[config.mk]
export PLATFORM = sky130hd
export DESIGN_NAME = lsu_ctrl
export DESIGN_NICKNAME = d
export VERILOG_FILES = /design/src/rtl/lsu_pkg.sv /design/src/rtl/lsu_store_align.sv /design/src/rtl/lsu_ctrl.sv
export SDC_FILE = /design/constraint.sdc
export NUM_CORES = 1
export LEC_CHECK = 0
export CAP_MARGIN = 10
export CORE_MARGIN = 2
export CORE_UTILIZATION = 43
export CTS_CLUSTER_SIZE = 30
export DETAILED_ROUTE_END_ITERATION = 12
export PLACE_DENSITY = 0.89
export SLEW_MARGIN = 40
export SYNTH_ARGS = -nofsm -noshare
export SYNTH_HDL_FRONTEND = slang
export SYNTH_SLANG_ARGS = --single-unit
[constraint.sdc]
create_clock -name clk -period 2.4 [get_ports clk]
set_input_delay 0.36 -clock clk [delete_from_list [all_inputs] [get_ports clk]]
set_output_delay 0.36 -clock clk [all_outputs]
set_load 0.1 [all_outputs]
[src/rtl/lsu_pkg.sv]
// Shared types for the load/store unit: sequencer states and access-size codes.
package lsu_pkg;

  typedef enum logic [1:0] {
    IDLE   = 2'd0,
    REQ    = 2'd1,
    WAIT_R = 2'd2,
    DONE   = 2'd3
  } lsu_state_e;

  // Access size as carried in funct3[1:0]; 2'b11 is not a legal size.
  localparam logic [1:0] LSU_B = 2'b00;
  localparam logic [1:0] LSU_H = 2'b01;
  localparam logic [1:0] LSU_W = 2'b10;

endpackage

[src/rtl/lsu_store_align.sv]
// Forms byte enables and lane-replicated store data from access size and byte offset.
module lsu_store_align
  import lsu_pkg::*;
#(
  parameter int SIZE = 32
) (
  input  logic [1:0]      size,
  input  logic [1:0]      offset,
  input  logic [SIZE-1:0] wdata,
  output logic [3:0]      be,
  output logic [SIZE-1:0] wdata_rep
);

  always_comb begin
    be        = 4'b0000;
    wdata_rep = wdata;
    case (size)
      LSU_B: begin
        be        = 4'b0001 << offset;
        wdata_rep = {4{wdata[7:0]}};
      end
      LSU_H: begin
        be        = 4'b0011 << offset;
        wdata_rep = {2{wdata[15:0]}};
      end
      LSU_W: begin
        be        = 4'b1111;
        wdata_rep = wdata;
      end
      default: begin
        be        = 4'b0000;
        wdata_rep = wdata;
      end
    endcase
  end

endmodule

[src/rtl/lsu_ctrl.sv]
// Load/store sequencer: alignment check, req/gnt/rvalid handshake, pipeline stall,
// raw load word hand-off to WB, and timeout-based bus error.
module lsu_ctrl
  import lsu_pkg::*;
#(
  parameter int SIZE    = 32,
  parameter int TIMEOUT = 16
) (
  input  logic            clk,
  input  logic            rst,
  input  logic            mem_op_valid,
  input  logic            mem_we,
  input  logic [2:0]      funct3,
  input  logic [SIZE-1:0] addr,
  input  logic [SIZE-1:0] wdata,
  output logic            stall,
  output logic            dmem_req,
  output logic            dmem_we,
  output logic [SIZE-1:0] dmem_addr,
  output logic [3:0]      dmem_be,
  output logic [SIZE-1:0] dmem_wdata,
  input  logic            dmem_gnt,
  input  logic            dmem_rvalid,
  input  logic [SIZE-1:0] dmem_rdata,
  output logic            ld_valid,
  output logic [SIZE-1:0] ld_data,
  output logic [2:0]      ld_funct3,
  output logic [1:0]      ld_offset,
  output logic            misalign_exc,
  output logic            bus_err,
  output logic [SIZE-1:0] exc_addr
);

  localparam int CNT_W = (TIMEOUT > 2) ? $clog2(TIMEOUT) : 1;
  localparam logic [CNT_W-1:0] CNT_LAST = CNT_W'(TIMEOUT - 1);

  lsu_state_e      state, state_nxt;
  logic            we_q;
  logic [SIZE-1:0] addr_q;
  logic [CNT_W-1:0] cnt;

  logic            misaligned;
  logic            accept;
  logic            expired;
  logic            timeout;
  logic            rd_done;
  logic [3:0]      be_w;
  logic [SIZE-1:0] wdata_w;

  lsu_store_align #(.SIZE(SIZE)) u_store_align (
    .size      (funct3[1:0]),
    .offset    (addr[1:0]),
    .wdata     (wdata),
    .be        (be_w),
    .wdata_rep (wdata_w)
  );

  always_comb begin
    case (funct3[1:0])
      LSU_B:   misaligned = 1'b0;
      LSU_H:   misaligned = addr[0];
      LSU_W:   misaligned = (addr[1:0] != 2'b00);
      default: misaligned = 1'b1;
    endcase
  end

  assign accept  = (state == IDLE) && mem_op_valid && !misaligned;
  assign expired = (cnt == CNT_LAST);

  always_comb begin
    state_nxt = state;
    stall     = 1'b0;
    dmem_req  = 1'b0;
    dmem_we   = 1'b0;
    timeout   = 1'b0;
    case (state)
      IDLE: begin
        if (accept) begin
          stall     = 1'b1;
          state_nxt = REQ;
        end
      end
      REQ: begin
        stall    = 1'b1;
        dmem_req = 1'b1;
        dmem_we  = we_q;
        // A load whose data arrives with the grant completes without visiting WAIT_R.
        if (dmem_gnt && (we_q || dmem_rvalid)) begin
          state_nxt = DONE;
        end else if (expired) begin
          timeout   = 1'b1;
          state_nxt = IDLE;
        end else if (dmem_gnt) begin
          state_nxt = WAIT_R;
        end
      end
      WAIT_R: begin
        stall = 1'b1;
        if (dmem_rvalid) begin
          state_nxt = DONE;
        end else if (expired) begin
          timeout   = 1'b1;
          state_nxt = IDLE;
        end
      end
      default: begin
        state_nxt = IDLE;
      end
    endcase
  end

  assign rd_done = (state_nxt == DONE) && !we_q;

  always_ff @(posedge clk) begin
    if (rst) begin
      state        <= IDLE;
      we_q         <= 1'b0;
      addr_q       <= '0;
      cnt          <= '0;
      dmem_addr    <= '0;
      dmem_be      <= 4'b0000;
      dmem_wdata   <= '0;
      ld_valid     <= 1'b0;
      ld_data      <= '0;
      ld_funct3    <= 3'b000;
      ld_offset    <= 2'b00;
      misalign_exc <= 1'b0;
      bus_err      <= 1'b0;
      exc_addr     <= '0;
    end else begin
      state        <= state_nxt;
      ld_valid     <= rd_done;
      misalign_exc <= 1'b0;
      bus_err      <= timeout;

      if ((state == IDLE) && mem_op_valid && misaligned) begin
        misalign_exc <= 1'b1;
        exc_addr     <= addr;
      end

      if (timeout) begin
        exc_addr <= addr_q;
      end

      if (accept) begin
        we_q       <= mem_we;
        addr_q     <= addr;
        ld_funct3  <= funct3;
        ld_offset  <= addr[1:0];
        dmem_addr  <= {addr[SIZE-1:2], 2'b00};
        dmem_be    <= be_w;
        dmem_wdata <= wdata_w;
        cnt        <= '0;
      end else if ((state == REQ) || (state == WAIT_R)) begin
        cnt <= cnt + CNT_W'(1);
      end

      if (rd_done) begin
        ld_data <= dmem_rdata;
      end
    end
  end

endmodule

==> flow_metrics.py <==
metrics = {
    "run_status": {
        "outcome": "complete, no violations",
    },
    "worst_setup_path": {
        "crit_arrival_ns": 1.93,
        "critPathLaunchType": "input port",
        "crit_fanout": 6,
        "endpoint_kind": "output pin",
        "worstPathRequired_ns": 2.04,
        "crit_type": "input port to output pin",
    },
    "floorplan": {
        "die_h_um": 123.6,
        "die-width_um": 123.6,
        "fp.dieArea_mm2": 0.01528,
        "std_cell_rows": 43,
        "coreArea_mm2": 0.01393,
        "start_util": 0.4414,
        "num_io_pins": 248,
    },
    "routing": {
        "vias": 5724,
        "wirelength_um": 17580,
        "avgViaCountPerCell": 5.129,
        "drtAntennaViolNets": 0,
        "drtIter0Drc": 255,
        "remaining_drc_errors": 0,
        "first_pass_iters": 4,
        "routedWlPerCell_um": 15.75,
    },
    "logic_synthesis": {
        "synth.area.mux_share": 0.1318,
        "synth_top_family_by_area": "simple AND/OR/NAND/NOR gates",
        "synth_xor_area_frac": 0.004272,
        "synth_compound_area_frac": 0.1397,
        "synthAdderAreaFrac": 0.01017,
        "syn_inst": 693,
        "synth-simple-area-share": 0.1957,
        "syn_avg_cell_area_um2": 8.876,
        "synthFlopType": "dfxtp_1",
        "yosysWarnings": 0,
        "ys_seq_elements": 145,
        "yosysUniqueCellTypes": 38,
        "ys_seq_area_frac": 0.4719,
        "synth-edff-count": 0,
        "synth-async-reset-ratio": 0,
        "syn_area_mm2": 0.006151,
    },
    "clock_network": {
        "root_buffer": "clkbuf_16",
        "clkLatencyLatePin_ns": 0.41,
        "cts_buffers": 17,
        "clkTransAtPathRegs_ns": 0.06,
        "max-clock-path-buffers": 2,
        "cts_hold_buffers": 0,
        "cts_tree": "built",
        "cts_sinks": 145,
        "ctsHtreeMaxLevel": 4,
        "cts_setup_buffers": 0,
    },
    "timing": {
        "hold_violations": 0,
        "setup_violations": 0,
        "max_freq_mhz": 437.1,
        "min_period_over_period": 0.9532,
        "clock_skew_ns": 0.005403,
        "period_minus_slack_ns": 2.288,
        "worstMarginPinSlew_ns": 0.6255,
        "tns_ns": 0,
        "relSlewSlack": 0.5830,
        "slew_violations": 0,
        "rsz0062_at_grt": "false",
    },
    "finish": {
        "synthToLayoutAreaGrowth_pct": 48.70,
        "fin_area_mm2": 0.009146,
        "n_fill_cell": 1118,
        "drive_above_1_share": 0.2201,
        "diodes": 0,
        "layout_common_cells": "buf_4 (158), dfxtp_1 (145), nand2_1 (115)",
        "fin_cells": 1116,
        "final_util": 0.6564,
        "final_common_cell": "buf_4",
        "fin_nets": 1033,
    },
    "power": {
        "sw_frac_of_total": 0.4539,
        "ir_drop_v": 0.0007938,
        "clkPwrFrac": 0.266,
        "combPwrFrac": 0.456,
        "p_per_area_mw_per_mm2": 1186,
        "seq_power_share": 0.278,
        "leakagePower_nw": 3.903,
        "power_mw": 10.85,
        "switching_power_mw": 4.925,
        "internal_power_mw": 5.926,
    },
    "global_route": {
        "grt_pass1_wl_um": 26600,
        "grt_max_degree": 82,
        "grt_remaining_overflow": 0,
        "grt_usage": 0.2224,
        "antenna_found_initial": 0,
        "grt_pass1_vias": 5309,
    },
    "placement": {
        "placedCellCount": 1084,
        "dpl_cell_area_mm2": 0.008503,
        "gp_congestion": 0.8587,
        "io_buffers": 245,
        "dp_hpwl_um": 12100,
    },
    "run": {
        "drv_cap": 0,
    },
    "worst_hold_path": {
        "hp-class": "register to register",
    },
}
[worst paths after layout]
kind | from | end | slack [ns] | depth (start not counted)
setup / recovery | addr[0] | stall | 0.11 | 7
setup reg to reg | state[0] | ld_data[26] | 0.24 | 8
hold reg to reg | dmem_wdata[30] | dmem_wdata[30] | 0.46 | 2
hold / removal | dmem_wdata[30] | dmem_wdata[30] | 0.46 | 2
[logic make-up after synthesis]
logic type / after synthesis
AOI/OAI and AO/OA: 134
xor gates and xnor gates: 3
adders and majority gates: 5
buffers and inverters: 61
DFF: 145
muxes: 81
other: 1
and+or+nand+nor: 263
[synth_stat cells (all sizes together), types with 9 or more instances]
master	n	area [um2]
a311oi	10	87.58
o21ai	10	50.05
mux2i	81	810.8
clkbuf	39	146.4
nand2	115	431.7
a211oi	40	300.3
a21oi	55	275.3
o211ai	9	67.56
buf	19	123.9
nor2	63	236.5
nand2b	65	406.6
dfxtp	145	2903
[worst max-delay path, stage by stage]
cell	delay (ns)
clkdlybuf4s50_1	0.54
a21oi_1	0.38
nor2_2	0.13
nor2_4	0.14
nor2_1	0.08
nor2_4	0.11
buf_12	0.18
[sequential cells by signal, summed over array words and instances, names as in the netlist]
name,count
addr_q,31
bus_err,1
cnt,4
dmem_be,4
dmem_wdata,32
exc_addr,32
ld_data,32
ld_funct3,3
ld_offset,1
ld_valid,1
misalign_exc,1
state,2
we_q,1
[power groups by stage]
| stage | Sequential [mW] | Combinational (mW) | Clock [mW] |
|---|---|---|---|
| global placement | 3.05 | 4.91 | 0 |
| global route | 3.06 | 5.16 | 3.05 |
| detailed placement | 3.06 | 4.95 | 0 |
| CTS | 3.02 | 4.96 | 2.94 |
| floorplan | 5.46 | 1.39 | 0 |
| finish | 3.02 | 4.95 | 2.88 |
[per-layer routing]
layer | vias up | part of all wire | GRT usage
met2 | 216 | 0.47 | 0.3685
li1 | 2833 | - | -
met3 | 17 | 0.095 | 0.08242
met4 | 0 | 0.014 | 0.06037
met1 | 2658 | 0.42 | 0.2721
met5 | - | 0 | 0
[through the flow]
stage	hold slack, ns	setup WS [ns]
global placement	0.4439	-0.0002307
finish	0.4557	0.1123
CTS	0.4559	0.05150
global route	0.4684	0.01152
detailed placement	0.4476	-0.04524
floorplan	0.4907	-0.08291
[cell type report]
cell class	instances	area (um2)	share of cell area
clock inverter	14	211.5	0.02312
tap	180	225.2	0.02462
sequential	145	2903	0.3174
multi-input combinational	488	3009	0.3290
clock buffer	18	429.2	0.04692
inverter	3	11.26	0.001231
timing repair buffer	268	2357	0.2577
[timing repair]
| action | 4_1_cts | 5_1_grt |
|---|---|---|
| hold endpoints to repair | 0 | 0 |
| gates resized for setup | 0 | 1 |
| endpoints found under the setup margin | 0 | 1 |
Note: power is estimated with default switching activity, not from simulation.
